<file path="config.mk">
export PLATFORM = sky130hd
export DESIGN_NAME = alu_arbiter
export DESIGN_NICKNAME = d
export VERILOG_FILES = /design/src/rtl/calc_pkg.sv /design/src/rtl/alu_arbiter_rr_picker.sv /design/src/rtl/alu_arbiter.sv
export SDC_FILE = /design/constraint.sdc
export NUM_CORES = 1
export LEC_CHECK = 0
export CAP_MARGIN = 20
export CORE_UTILIZATION = 34
export DETAILED_ROUTE_END_ITERATION = 6
export GPL_TIMING_DRIVEN = 0
export PLACE_DENSITY_LB_ADDON = 0.1
export SYNTH_ARGS = -nofsm -noshare
export SYNTH_HDL_FRONTEND = slang
export SYNTH_SLANG_ARGS = --single-unit
export TNS_END_PERCENT = 5
</file>
<file path="constraint.sdc">
create_clock -name clk_i -period 2.15 [get_ports clk_i]
set_clock_uncertainty 0.15 [all_clocks]
set_input_delay 0.3225 -clock clk_i [delete_from_list [all_inputs] [get_ports clk_i]]
set_output_delay 0.3225 -clock clk_i [all_outputs]
set_load 0.03 [all_outputs]
</file>
<file path="src/rtl/calc_pkg.sv">
// Shared calculator types: operand/result word, ALU operation codes and the
// arbiter state encoding used by alu_arbiter.
package calc_pkg;

    localparam int NumW = 16;

    typedef logic [NumW-1:0] num_t;

    typedef enum logic [1:0] {
        OP_ADD = 2'd0,
        OP_SUB = 2'd1,
        OP_AND = 2'd2,
        OP_OR  = 2'd3
    } op_t;

    typedef enum logic [1:0] {
        ARB_IDLE  = 2'd0,
        ARB_ISSUE = 2'd1,
        ARB_WAIT  = 2'd2
    } arb_state_e;

    // Round-robin successor of idx among n ports, wrapping n-1 -> 0.
    function automatic int unsigned rr_next(input int unsigned idx, input int unsigned n);
        return ((idx + 32'd1) >= n) ? 32'd0 : (idx + 32'd1);
    endfunction

endpackage

</file>
<file path="src/rtl/alu_arbiter_rr_picker.sv">
// Combinational round-robin picker: returns the first valid index found when
// searching upward from ptr_i with wrap-around.
module rr_picker #(
    parameter int N = 2,
    parameter int W = $clog2(N)
) (
    input  logic [N-1:0] valid_i,
    input  logic [W-1:0] ptr_i,
    output logic [W-1:0] grant_o,
    output logic         grant_valid_o
);

    int         idx_s;
    logic [W-1:0] idx_w_s;

    // Walk offsets from farthest to nearest so the nearest valid port wins.
    always_comb begin
        grant_o       = '0;
        grant_valid_o = 1'b0;
        idx_s         = 0;
        idx_w_s       = '0;
        for (int off = N - 1; off >= 0; off--) begin
            idx_s = int'(ptr_i) + off;
            if (idx_s >= N) begin
                idx_s = idx_s - N;
            end else begin
                idx_s = idx_s;
            end
            idx_w_s = idx_s[W-1:0];
            if (valid_i[idx_w_s]) begin
                grant_o       = idx_w_s;
                grant_valid_o = 1'b1;
            end else begin
                grant_o       = grant_o;
            end
        end
    end

endmodule

</file>
<file path="src/rtl/alu_arbiter.sv">
// Shares one ALU between several requesters: round-robin grant, operand
// capture, and routing of the result back to the requester that issued it.
module alu_arbiter
    import calc_pkg::*;
#(
    parameter int NumRequesters = 2,
    parameter int ReqIdxW = $clog2(NumRequesters)
) (
    input  logic                           clk_i,
    input  logic                           rst_ni,
    input  num_t [NumRequesters-1:0]       req_left_i,
    input  num_t [NumRequesters-1:0]       req_right_i,
    input  op_t  [NumRequesters-1:0]       req_op_i,
    input  logic [NumRequesters-1:0]       req_in_valid_i,
    output logic [NumRequesters-1:0]       req_in_ready_o,
    output num_t                           req_result_o,
    output logic [NumRequesters-1:0]       req_out_valid_o,
    input  logic [NumRequesters-1:0]       req_out_ready_i,
    output num_t                           alu_left_o,
    output num_t                           alu_right_o,
    output op_t                            alu_op_o,
    output logic                           alu_in_valid_o,
    input  logic                           alu_in_ready_i,
    input  num_t                           alu_result_i,
    input  logic                           alu_out_valid_i,
    output logic                           alu_out_ready_o,
    output logic                           busy_o,
    output logic [ReqIdxW-1:0]             owner_o
);

    arb_state_e         state_q, state_d;
    logic [ReqIdxW-1:0] rr_ptr_q, rr_ptr_d;
    logic [ReqIdxW-1:0] owner_q, owner_d;
    num_t               left_q, left_d;
    num_t               right_q, right_d;
    op_t                op_q, op_d;

    logic [ReqIdxW-1:0] grant_s;
    logic               grant_valid_s;
    logic               grant_ok_s;

    rr_picker #(
        .N (NumRequesters),
        .W (ReqIdxW)
    ) u_rr_picker (
        .valid_i       (req_in_valid_i),
        .ptr_i         (rr_ptr_q),
        .grant_o       (grant_s),
        .grant_valid_o (grant_valid_s)
    );

    // Reset gating keeps every ready low while rst_ni is asserted.
    assign grant_ok_s = grant_valid_s && rst_ni && (state_q == ARB_IDLE);

    // Next-state: grant and capture in IDLE, ALU handshake in ISSUE, result handshake in WAIT.
    always_comb begin
        state_d  = state_q;
        rr_ptr_d = rr_ptr_q;
        owner_d  = owner_q;
        left_d   = left_q;
        right_d  = right_q;
        op_d     = op_q;
        case (state_q)
            ARB_IDLE: begin
                if (grant_ok_s) begin
                    owner_d = grant_s;
                    left_d  = req_left_i[grant_s];
                    right_d = req_right_i[grant_s];
                    op_d    = req_op_i[grant_s];
                    state_d = ARB_ISSUE;
                end else begin
                    state_d = ARB_IDLE;
                end
            end
            ARB_ISSUE: begin
                if (alu_in_ready_i) begin
                    state_d = ARB_WAIT;
                end else begin
                    state_d = ARB_ISSUE;
                end
            end
            ARB_WAIT: begin
                if (alu_out_valid_i && req_out_ready_i[owner_q]) begin
                    state_d  = ARB_IDLE;
                    rr_ptr_d = ReqIdxW'(rr_next(32'(owner_q), 32'(NumRequesters)));
                end else begin
                    state_d = ARB_WAIT;
                end
            end
            default: begin
                state_d = ARB_IDLE;
            end
        endcase
    end

    // State, round-robin pointer, owner and captured operands.
    always_ff @(posedge clk_i or negedge rst_ni) begin
        if (!rst_ni) begin
            state_q  <= ARB_IDLE;
            rr_ptr_q <= '0;
            owner_q  <= '0;
            left_q   <= '0;
            right_q  <= '0;
            op_q     <= OP_ADD;
        end else begin
            state_q  <= state_d;
            rr_ptr_q <= rr_ptr_d;
            owner_q  <= owner_d;
            left_q   <= left_d;
            right_q  <= right_d;
            op_q     <= op_d;
        end
    end

    // Handshake steering: only the active phase drives its valid/ready lines.
    always_comb begin
        req_in_ready_o  = '0;
        req_out_valid_o = '0;
        req_result_o    = '0;
        alu_in_valid_o  = 1'b0;
        alu_out_ready_o = 1'b0;
        case (state_q)
            ARB_IDLE: begin
                if (grant_ok_s) begin
                    req_in_ready_o[grant_s] = 1'b1;
                end else begin
                    req_in_ready_o = '0;
                end
            end
            ARB_ISSUE: begin
                alu_in_valid_o = 1'b1;
            end
            ARB_WAIT: begin
                req_out_valid_o[owner_q] = alu_out_valid_i;
                alu_out_ready_o          = req_out_ready_i[owner_q];
                req_result_o             = alu_result_i;
            end
            default: begin
                alu_in_valid_o = 1'b0;
            end
        endcase
    end

    assign alu_left_o  = left_q;
    assign alu_right_o = right_q;
    assign alu_op_o    = op_q;
    assign busy_o      = (state_q == ARB_ISSUE) || (state_q == ARB_WAIT);
    assign owner_o     = owner_q;

endmodule
</file>
Yosys cells after proc, flatten, opt, wreduce, memory -nomap -nowiden
Index checks and enable logic that the tools add are counted.
{ "op_classes": {"add_sub_neg": 4, "order_cmp": 9, "n_eq_ne": 2, "muxes": 33, "bitwise_logic": 1, "n_reduce_logical": 9} }
{ "ops": {"columns": ["cell", "count"], "rows": [
  ["$mux W16", 5],
  ["$mux W1", 18],
  ["$mux W2", 7],
  ["$lt A1 B2 Y1 const B", 4],
  ["$pmux W2 S3", 1],
  ["$logic_and A1 B1 Y1", 5],
  ["$add A1 B1 Y2 const B", 2],
  ["$ge A2 B2 Y1 const B", 2],
  ["$reduce_and A2 Y1", 2],
  ["$and A2 B2 Y2", 1],
  ["$demux W1 S1", 2],
  ["$eq A2 B1 Y1 const B", 1],
  ["$eq A2 B2 Y1 const B", 1],
  ["$ge A1 B1 Y1 const B", 2],
  ["$ge A1 B2 Y1 const B", 1],
  ["$logic_not A2 Y1", 1],
  ["$sub A1 B1 Y1 const B", 2],
  ["$logic_or A1 B1 Y1", 1]
]} }
{ "totals": {"ff_bits": 38, "elab_cells": 64} }

Logic depth before layout (Yosys ltp)
Gate-level depths: netlist of the first run.
{ "depth": {"ltp_word": 13, "ltp_mapped": 6, "ltp_nobuf": 5} }

Cells and area by module
From an unflattened synthesis of the first run, not the netlist that was laid out.
{ "hier_totals": {"cells_unflattened": 206, "area_unflattened_um2": 2235.9} }
{ "by_module_without_submodules": {"columns": ["mod", "instances", "cells_each", "area_per_inst_um2", "seq_area_each_um2"], "rows": [
  ["alu_arbiter", 1, 203, 2218.4, 950.9],
  ["rr_picker", 1, 3, 17.5, 0.0]
]} }

Worst setup path before layout of the first run
OpenSTA, ideal clock, no wires.
{ "synth_timing": {"kind": "reg-to-output", "from": "reg state_q[0]", "to": "out alu_out_ready_o", "arrival_ps": 1320, "required_time_ps": 1678, "slack_ps": 358, "stages_incl_launch_ff": 5, "path_cell_list": "dfrtp_1 > inv_1 > ha_1 > clkbuf_1 > nor2b_1"} }
{ "synth_via": {"elab_chain_cells": 2} }
{ "synth_rtl": {"columns": ["element", "line_no", "rtl"], "rows": [
  ["start, declared", "alu_arbiter.sv:31", "arb_state_e state_q, state_d;"],
  ["start signal, assigned", "alu_arbiter.sv:106", "state_q <= state_d;"],
  ["$eq A2 B2 Y1", "alu_arbiter.sv:122", "case (state_q)"],
  ["$mux W1", "alu_arbiter.sv:122", null],
  ["end, declared", "alu_arbiter.sv:26", "output logic alu_out_ready_o,"]
]} }
No other way between the ends.

Worst setup path in the final report of the first run
{ "layout_timing": {"from": "reg state_q[1]", "to": "out req_in_ready_o[0]"} }
{ "layout_via": {"elab_chain_cells": 4} }
{ "layout_rtl": {"columns": ["element", "line_no", "rtl"], "rows": [
  ["$logic_not A2 Y1 *", "alu_arbiter.sv:53, alu_arbiter.sv:122", null],
  ["$logic_and A1 B1 Y1", "alu_arbiter.sv:53", "assign grant_ok_s = grant_valid_s && rst_ni && (state_q == ARB_IDLE);"],
  ["$mux W2", "alu_arbiter.sv:124", "if (grant_ok_s) begin"],
  ["$mux W2 *", "alu_arbiter.sv:122", null],
  ["end, declared", "alu_arbiter.sv:15", "output logic [NumRequesters-1:0] req_in_ready_o,"]
]} }
Every way passes the cells marked *; elsewhere a longest branch is shown, timed or not.

==> results of run 1 <==
## final cells by class
class | instances | area [µm²] | share of cell area (%)
clock inverter | 1 | 30.0 | 0.828
multi-input combinational | 107 | 862 | 23.8
sequential | 38 | 951 | 26.2
tap | 72 | 90.1 | 2.48
clock buffer | 6 | 82.6 | 2.28
buffer | 11 | 116 | 3.21
timing repair buffer | 155 | 1480 | 40.8
inverter | 4 | 15.0 | 0.414
## critical path: stages (launching register included)
cell and delay, ps:
dfrtp_1 410, inv_1 90, ha_2 230, nand3_1 130
a21oi_4 170, buf_6 170, buf_4 170
## worst min-delay path by stage
stage,cells past startpoint,slack [ps],end,startpoint
after floorplan,0,-120,alu_left_o[0],rst_ni
after global placement,2,410,alu_op_o[0],alu_op_o[0]
after detailed placement,1,140,alu_left_o[2],rst_ni
after CTS,2,440,alu_op_o[0],alu_op_o[0]
after global routing,3,420,alu_op_o[1],rst_ni
final,3,400,alu_op_o[1],rst_ni
## layer usage
layer,GRT usage (%),vias to the layer above,part of all wire [%]
met2,34.7,81,49
met3,5.76,8,6.1
met4,5.09,0,1.2
met1,27.2,912,43
li1,-,913,-
met5,0,-,0
## cell usage after synthesis (all sizes together)
library cell / n / area [µm²]
a21o: 1 / 7.51
a21oi: 4 / 42.5
a221o: 34 / 347
a31oi: 1 / 6.26
and2: 50 / 313
and3: 2 / 12.5
buf: 9 / 101
clkbuf: 2 / 7.51
dfrtp: 38 / 951
ha: 4 / 50.1
inv: 4 / 15.0
mux2i: 1 / 10.0
nand2: 2 / 7.51
nand2b: 1 / 6.26
nand3: 2 / 15.0
nor2: 1 / 3.75
nor2b: 1 / 6.26
o211ai: 1 / 21.3
o21ai: 1 / 5.00
o22ai: 1 / 6.26
## state kept, by name, indices dropped and copies added (netlist names)
name / cells
owner_o: 1
rr_ptr_q: 1
alu_op_o: 2
alu_right_o: 16
alu_left_o: 16
state_q: 2
## power by group through the flow
stage / Combinational, mW / Sequential, mW / Clock [mW]
after floorplan: 0.927 / 1.84 / 0
after global placement: 2.66 / 1.23 / 0
after detailed placement: 2.69 / 1.23 / 0
after CTS: 2.69 / 1.23 / 0.632
after global routing: 2.80 / 1.27 / 0.668
final: 2.64 / 1.23 / 0.619
## repair_timing
item	CTS	global route
setup buffers	2	0
gates resized for setup	72	39
hold buffers	2	0
hold endpoints to repair	17	0
endpoints found under the setup margin	22	22
## metrics by stage
stage / hold WS (ps) / setup TNS (ps) / total power, mW / util, % / cells
2_1_floorplan: -123 / 0 / 2.76 / - / 160
3_3_place_gp: 415 / -71160 / 3.89 / 63.8 / 381
3_5_place_dp: 140 / -3190 / 3.91 / 64.1 / 382
4_1_cts: 442 / 0 / 4.54 / 67.2 / 393
5_1_grt: 415 / -133 / 4.74 / 65.8 / 394
6_report: 399 / 0 / 4.49 / 65.8 / 394
## logic make-up (layout without fill, tap and decap cells)
group,after synthesis,count (layout),synth area share [%]
adder cells (fa/ha/maj),4,4,2.59
AND/OR/NAND/NOR,59,59,18.8
AO/OA/AOI/OAI,43,43,22.5
multiplexers,1,1,0.517
buffers and inverters,15,177,6.40
flip-flops,38,38,49.2
## cell usage in the layout, fill, tap and decap left out, types with 4 or more instances in the layout
master / count
and2_0: 33
a221o_2: 5
a221o_1: 29
inv_1: 4
and2_1: 17
buf_2: 16
clkbuf_8: 6
clkdlybuf4s50_1: 125
dfrtp_1: 38
buf_6: 9
==> flow_summary.ini, run 1 <==
[clock_network]
cts.clk_slew.worst_paths_ps = 70
clockBufferDepth = 2
cts_buffers = 5
htreeDepth = 2
cts_tree = yes
cts_root_buf = clkbuf_8
clkLatencyLatePin_ps = 280
clkSinkCount = 38

[timing]
finalCriticalPeriod_ps = 2120
clock.fmax_mhz = 472
slew_headroom_pct = 47.7
finalCritPeriodShare_pct = 98.6
layout_setup_ws_ps = 30.4
worst_pin_slew_ps = 783
hold_viol_final = 0
rsz0062_at_grt = yes
drv_slew = 0
setup_viol = 0

[worst_setup_path]
crit_type = reg2out
arrival_ps = 1650
r2r-end = alu_left_o[0]
cp-end-kind = primary output
cp-endpoint = req_in_ready_o[0]
r2r_slack_ps = 360
path_max_fanout = 10
crit_path_start_kind = flip-flop
worstReg2RegStart = state_q[0]
ff2ff_path_depth = 7
crit_start = state_q[1]
critPathRequiredTime_ps = 1680

[global_routing]
overflow = 0
grt_pass1_vias = 1947
grt_max_degree = 22
grt_util_all_layers_pct = 21.0
grt_pass1_wl_um = 9870
antenna_found_initial = 0

[placement]
globalplace.congestion = 0.705
hpwl_um = 4530
port_buffers = 149
dpl_cell_area_um2 = 3530
pre_cts_ws_ps = -634

[yosys]
synth_warnings = 0
synth_area_um2 = 1930
synth-seq-cells = 38
synth_area_per_cell_um2 = 12.1
synth_cells = 160
synth_nets = 256
ys_seq_area_share_pct = 49.2
synth.distinct_cells = 24

[floorplanning]
initial_core_util_pct = 35.1
fp.dieW_um = 77.4
die_h_um = 77.4
ios = 150
placementRows = 27
die_area_um2 = 5990
core_area_um2 = 5510

[power_and_ir_drop]
p_comb_share_pct = 58.9
clockPowerShare_pct = 13.8
netSwitchingFraction_pct = 40.7
ir_drop_uv = 688
p_leak_nw = 1.58
seqPwrFrac_pct = 27.3
p_switching_mw = 1.83
power.internal_mw = 2.66
power.density_nw_per_um2 = 1240

[cells_and_area]
drive_above_1_share_pct = 16.8
design_area_um2 = 3630
n_antenna_cell = 0
fillers = 466
area_delta_synth_final_pct = 87.5
nNetsFinal = 418

[job]
max_cap_violations = 0

[routing]
via_per_inst = 4.86
vias = 1914
first_pass_iters = 4
wl_per_cell_um = 15.6
drt-initial-drc-count = 45
drtAntennaViolNets = 0
postRouteWirelength_um = 6130
drc = 0

[min_path]
hp-class = in2async

[outcome]
status = finished clean
Power figures use the tool's default switching activity.
==> inputs of run 2 (changes only) <==
- CAP_MARGIN: 20 -> 10
==> run 2 against run 1 <==
  * First-iteration DRC count increased by 4.4%
  * Non-clock buffer count down 1
  * Via count fell by 0.57%
  * Count of clock-buffer cells in the layout unchanged
  * Setup slack worse by 5.4 ps
  * Sequential share of layout area is 0.11 points higher
  * Utilization decreased by 0.27 points
  * Wire length increased by 0.23%
  * Global-route usage unchanged
  * Register-to-register slack hardly changed
  * Critical path type unchanged
  * Critical endpoint unchanged
==> flow_summary.ini, run 2 (same netlist as run 1, synthesis figures left out) <==
[outcome]
status = finished clean

[worst_setup_path]
arrival_ps = 1650
crit_path_start_kind = flip-flop
max_stage_delay_ps = 410
crit_chain = inv_1, ha_2, nand3_1, a21oi_4, buf_6, buf_4
critPathRequiredTime_ps = 1680
r2r_slack_ps = 360
cp_slowest_cell = dfrtp_1
crit_type = reg2out
cp-end-kind = primary output
path_max_fanout = 10

[floorplanning]
placementRows = 27
initial_core_util_pct = 35.1
fp.dieW_um = 77.4
die_area_um2 = 5990
core_area_um2 = 5510
die_h_um = 77.4
ios = 150

[cells_and_area]
drive_above_1_share_pct = 16.5
final_common_cell = clkdlybuf4s50_1
area_delta_synth_final_pct = 86.7
final_util_pct = 65.6
design_area_um2 = 3610
nNetsFinal = 417
layout_common_cells = clkdlybuf4s50_1, dfrtp_1, and2_0
n_antenna_cell = 0
stdcell_count = 393

[clock_network]
clockBufferDepth = 2
cts_buffers = 5
clkLatencyLatePin_ps = 280
clkSinkCount = 38
htreeDepth = 2
cts_root_buf = clkbuf_8
cts.clk_slew.worst_paths_ps = 70
cts_tree = yes

[placement]
dpl_cell_area_um2 = 3530
port_buffers = 149
dp.cells = 382
pre_cts_ws_ps = -634
hpwl_um = 4530
globalplace.congestion = 0.705

[global_routing]
busiest_layer = met2
grt_pass1_vias = 1947
antenna_found_initial = 0
overflow = 0
grt_util_met3_pct = 5.76
grt_pass1_wl_um = 9870
use_met1_pct = 27.2
grt_util_all_layers_pct = 21.0
grt_max_degree = 22
grtUsageMet2_pct = 34.7

[timing]
hold_viol_final = 0
drv_slew = 0
worst_pin_slew_ps = 969
whs_ps = 440
clock.fmax_mhz = 471
rsz0062_at_grt = yes
setup-tns-final_ps = 0
finalCriticalPeriod_ps = 2120
layout_setup_ws_ps = 25.1
finalCritPeriodShare_pct = 98.8
setup_viol = 0
slew_headroom_pct = 35.2

[power_and_ir_drop]
p_comb_share_pct = 58.9
power.density_nw_per_um2 = 1240
p_switching_mw = 1.83
power.internal_mw = 2.66
seqPwrFrac_pct = 27.3
netSwitchingFraction_pct = 40.8
clockPowerShare_pct = 13.8
ir_drop_uv = 688
power_mw = 4.49
p_leak_nw = 1.57

[routing]
postRouteWirelength_um = 6150
drt-initial-drc-count = 47
vias = 1903
wl_per_cell_um = 15.6
drc = 0
drtAntennaViolNets = 0
via_per_inst = 4.84
first_pass_iters = 4

[job]
max_cap_violations = 0

[min_path]
hp-class = reg2reg
[run 2: changes by cell type in the layout (fill, tap and decap cells not counted), sizes merged]
| cell | previous run | this run |
|---|---|---|
| buf | 30 | 29 |
[run 2: repair_timing]
item                       in CTS  in global routing
hold buffers                    2                  0
cloned                          0                  0
setup buffers                   2                  0
setup endpoints to repair      22                 22
gates resized for setup        72                 39
hold endpoints to repair       17                  0
[run 2: worst paths after layout]
kind / startpoint / to / cells after the start
max in group asynchronous: rst_ni / alu_left_o[7] / 3
min: alu_op_o[0] / alu_op_o[0] / 2
min reg2reg: alu_op_o[0] / alu_op_o[0] / 2
max reg2reg: state_q[1] / alu_left_o[0] / 7
min in group asynchronous: rst_ni / alu_left_o[2] / 2
max: state_q[1] / req_in_ready_o[0] / 6
[run 2: power groups by stage]
stage          sequential (mW)  clock [mW]  combinational [mW]
4_1_cts                   1.23       0.632                2.69
3_3_place_gp              1.23           0                2.66
5_1_grt                   1.27       0.668                2.80
6_report                  1.23       0.619                2.64
3_5_place_dp              1.23           0                2.69
2_1_floorplan             1.84           0               0.927
[run 2: worst max-delay path, delay by kind of cell, from the launching register on]
| kind | cells | cell delay [ps] |
|---|---|---|
| AO/OA/AOI/OAI | 1 | 170 |
| flip-flops | 1 | 410 |
| AND/OR/NAND/NOR | 1 | 130 |
| adder cells (fa/ha/maj) | 1 | 230 |
| buffers and inverters | 3 | 430 |
[run 2: per-layer routing]
| metal | share of wire, % | vias to the layer above |
|---|---|---|
| li1 | - | 910 |
| met1 | 44 | 902 |
| met2 | 49 | 83 |
| met3 | 6.1 | 8 |
| met4 | 1.2 | 0 |
| met5 | 0 | - |
[run 2: area by class of cell]
cell class / instances / area (µm²)
tap: 72 / 90.1
clock buffer: 6 / 82.6
fill: 467 / 1900
buffer: 11 / 116
multi-input combinational: 107 / 862
inverter: 4 / 15.0
sequential: 38 / 951
clock inverter: 1 / 30.0
timing repair buffer: 154 / 1460
==> inputs of run 3 (changes only) <==
- CELL_PAD_IN_SITES_DETAIL_PLACEMENT: unset -> 2
- CELL_PAD_IN_SITES_GLOBAL_PLACEMENT: unset -> 2
- CORE_MARGIN: unset -> 2
- CORE_UTILIZATION: 34 -> 18
- clock period: 2.15 -> 2.2 ns (I/O delays scaled with it)
==> run 3 against run 2 <==
  * Utilization decreased by 29 points
  * Sequential cell count is the same
  * Power fell by 2.0%
  * Final cell count is 17% higher
  * Final area grew 3.6%
  * First-iteration DRC count up 36%
  * Register-to-register slack better by 30 ps
  * Non-clock buffer count unchanged
  * Largest cell class unchanged
  * Setup slack improved by 64 ps
==> flow_summary.ini, run 3 (same netlist as run 1, synthesis figures left out) <==
[timing]
worst_pin_slew_ps = 806
finalCriticalPeriod_ps = 2110
whs_ps = 446
clock.fmax_mhz = 474
slew_headroom_pct = 46.1
setup_viol = 0
finalCritPeriodShare_pct = 96.0
hold_viol_final = 0
drv_slew = 0

[cells_and_area]
final_util_pct = 36.1
n_antenna_cell = 0
final_common_cell = clkdlybuf4s50_1
drive_above_1_share_pct = 17.7
stdcell_count = 458
layout_common_cells = clkdlybuf4s50_1, dfrtp_1, and2_0
area_delta_synth_final_pct = 93.4
nNetsFinal = 417
fillers = 1130
design_area_um2 = 3740

[outcome]
status = finished clean

[routing]
drtAntennaViolNets = 0
via_per_inst = 4.33
vias = 1985
drt-initial-drc-count = 64
wl_per_cell_um = 17.4
postRouteWirelength_um = 7980
drc = 0
first_pass_iters = 4

[power_and_ir_drop]
clockPowerShare_pct = 11.8
p_comb_share_pct = 60.8
ir_drop_uv = 401
power.density_nw_per_um2 = 1170
p_switching_mw = 1.88
netSwitchingFraction_pct = 42.8
p_leak_nw = 1.55
seqPwrFrac_pct = 27.3
power_mw = 4.40
power.internal_mw = 2.51

[clock_network]
cts_buffers = 5
htreeDepth = 2
cts.clk_slew.worst_paths_ps = 90
cts_root_buf = clkbuf_8
clkLatencyLatePin_ps = 280
clockBufferDepth = 2
cts_tree = yes
clkSinkCount = 38

[global_routing]
antenna_found_initial = 0
grt_util_all_layers_pct = 13.8
overflow = 0
grt_max_degree = 23
grt_pass1_wl_um = 12400
grt_pass1_vias = 2260

[floorplanning]
initial_core_util_pct = 18.7
fp.dieW_um = 108
core_area_um2 = 10400
die_area_um2 = 11600
ios = 150
placementRows = 37
die_h_um = 108

[placement]
hpwl_um = 6180
dpl_cell_area_um2 = 3610
port_buffers = 149
dp.cells = 446
globalplace.congestion = 0.690

[worst_setup_path]
crit_type = in2out
crit_path_start_kind = primary input
arrival_ps = 1630
critPathRequiredTime_ps = 1720
path_max_fanout = 10
cp-end-kind = primary output

[min_path]
hp-class = reg2reg

[job]
max_cap_violations = 0
[run 3: cell count changes in the layout (fill, tap and decap cells not counted), sizes merged]
cell / previous run / this run
buf: 29 / 22
clkinv: 0 / 1
clkinvlp: 0 / 1
bufinv: 1 / 0
clkdlybuf4s15: 1 / 12
clkbuf: 9 / 8
clkdlybuf4s18: 3 / 0
[run 3: worst max-delay path, stage by stage]
cell and delay, ps:
clkdlybuf4s50_1 620, nand3_1 170, a21oi_4 190, buf_6 170, buf_6 140
[run 3: power groups by stage]
stage,sequential [mW],combinational [mW],clock (mW)
final,1.20,2.67,0.520
after global routing,1.25,2.85,0.582
after CTS,1.21,2.71,0.546
after detailed placement,1.21,2.71,0
after global placement,1.20,2.68,0
after floorplan,1.79,0.906,0
[run 3: per-stage QoR]
stage / setup TNS [ps] / worst slack (ps)
floorplan: 0 / 400
global placement: -88350 / -2310
detailed placement: -3510 / -661
CTS: -17.1 / -17.1
global route: -5.65 / -4.05
finish: 0 / 88.8
[run 3: final cells by class]
cell class	instances	area [µm²]	share of cell area, %
Buffer	11	116	3.11
Tap cell	136	170	4.55
Clock buffer	6	82.6	2.21
Multi-Input combinational cell	107	875	23.4
Clock inverter	2	12.5	0.334
Sequential cell	38	951	25.4
Timing Repair Buffer	154	1520	40.6
Inverter	4	15.0	0.401
[run 3: worst paths after layout]
kind	endpoint	slack (ps)	startpoint	depth (start not counted)
setup / recovery	req_in_ready_o[0]	90	req_in_valid_i[0]	5
hold / removal	alu_right_o[0]	450	alu_right_o[0]	2
setup reg to reg	alu_right_o[15]	390	state_q[1]	7
hold reg to reg	alu_right_o[0]	450	alu_right_o[0]	2
max in group asynchronous	alu_right_o[2]	740	rst_ni	2
min in group asynchronous	alu_left_o[11]	540	rst_ni	3
[run 3: what timing repair did]
action / in CTS / in global routing
buffers inserted: 2 / 0
endpoints found under the hold margin: 16 / 0
gates cloned: 0 / 0
endpoints found under the setup margin: 21 / 22
hold buffers: 2 / 0
gates resized for setup: 72 / 24
[run 3: metal layers]
layer / track usage [%] / vias to the layer above / part of all wire, %
li1: - / 909 / -
met1: 17.2 / 973 / 42
met2: 22.4 / 99 / 47
met3: 5.45 / 4 / 9.8
met4: 2.93 / 0 / 0.79
met5: 0 / - / 0
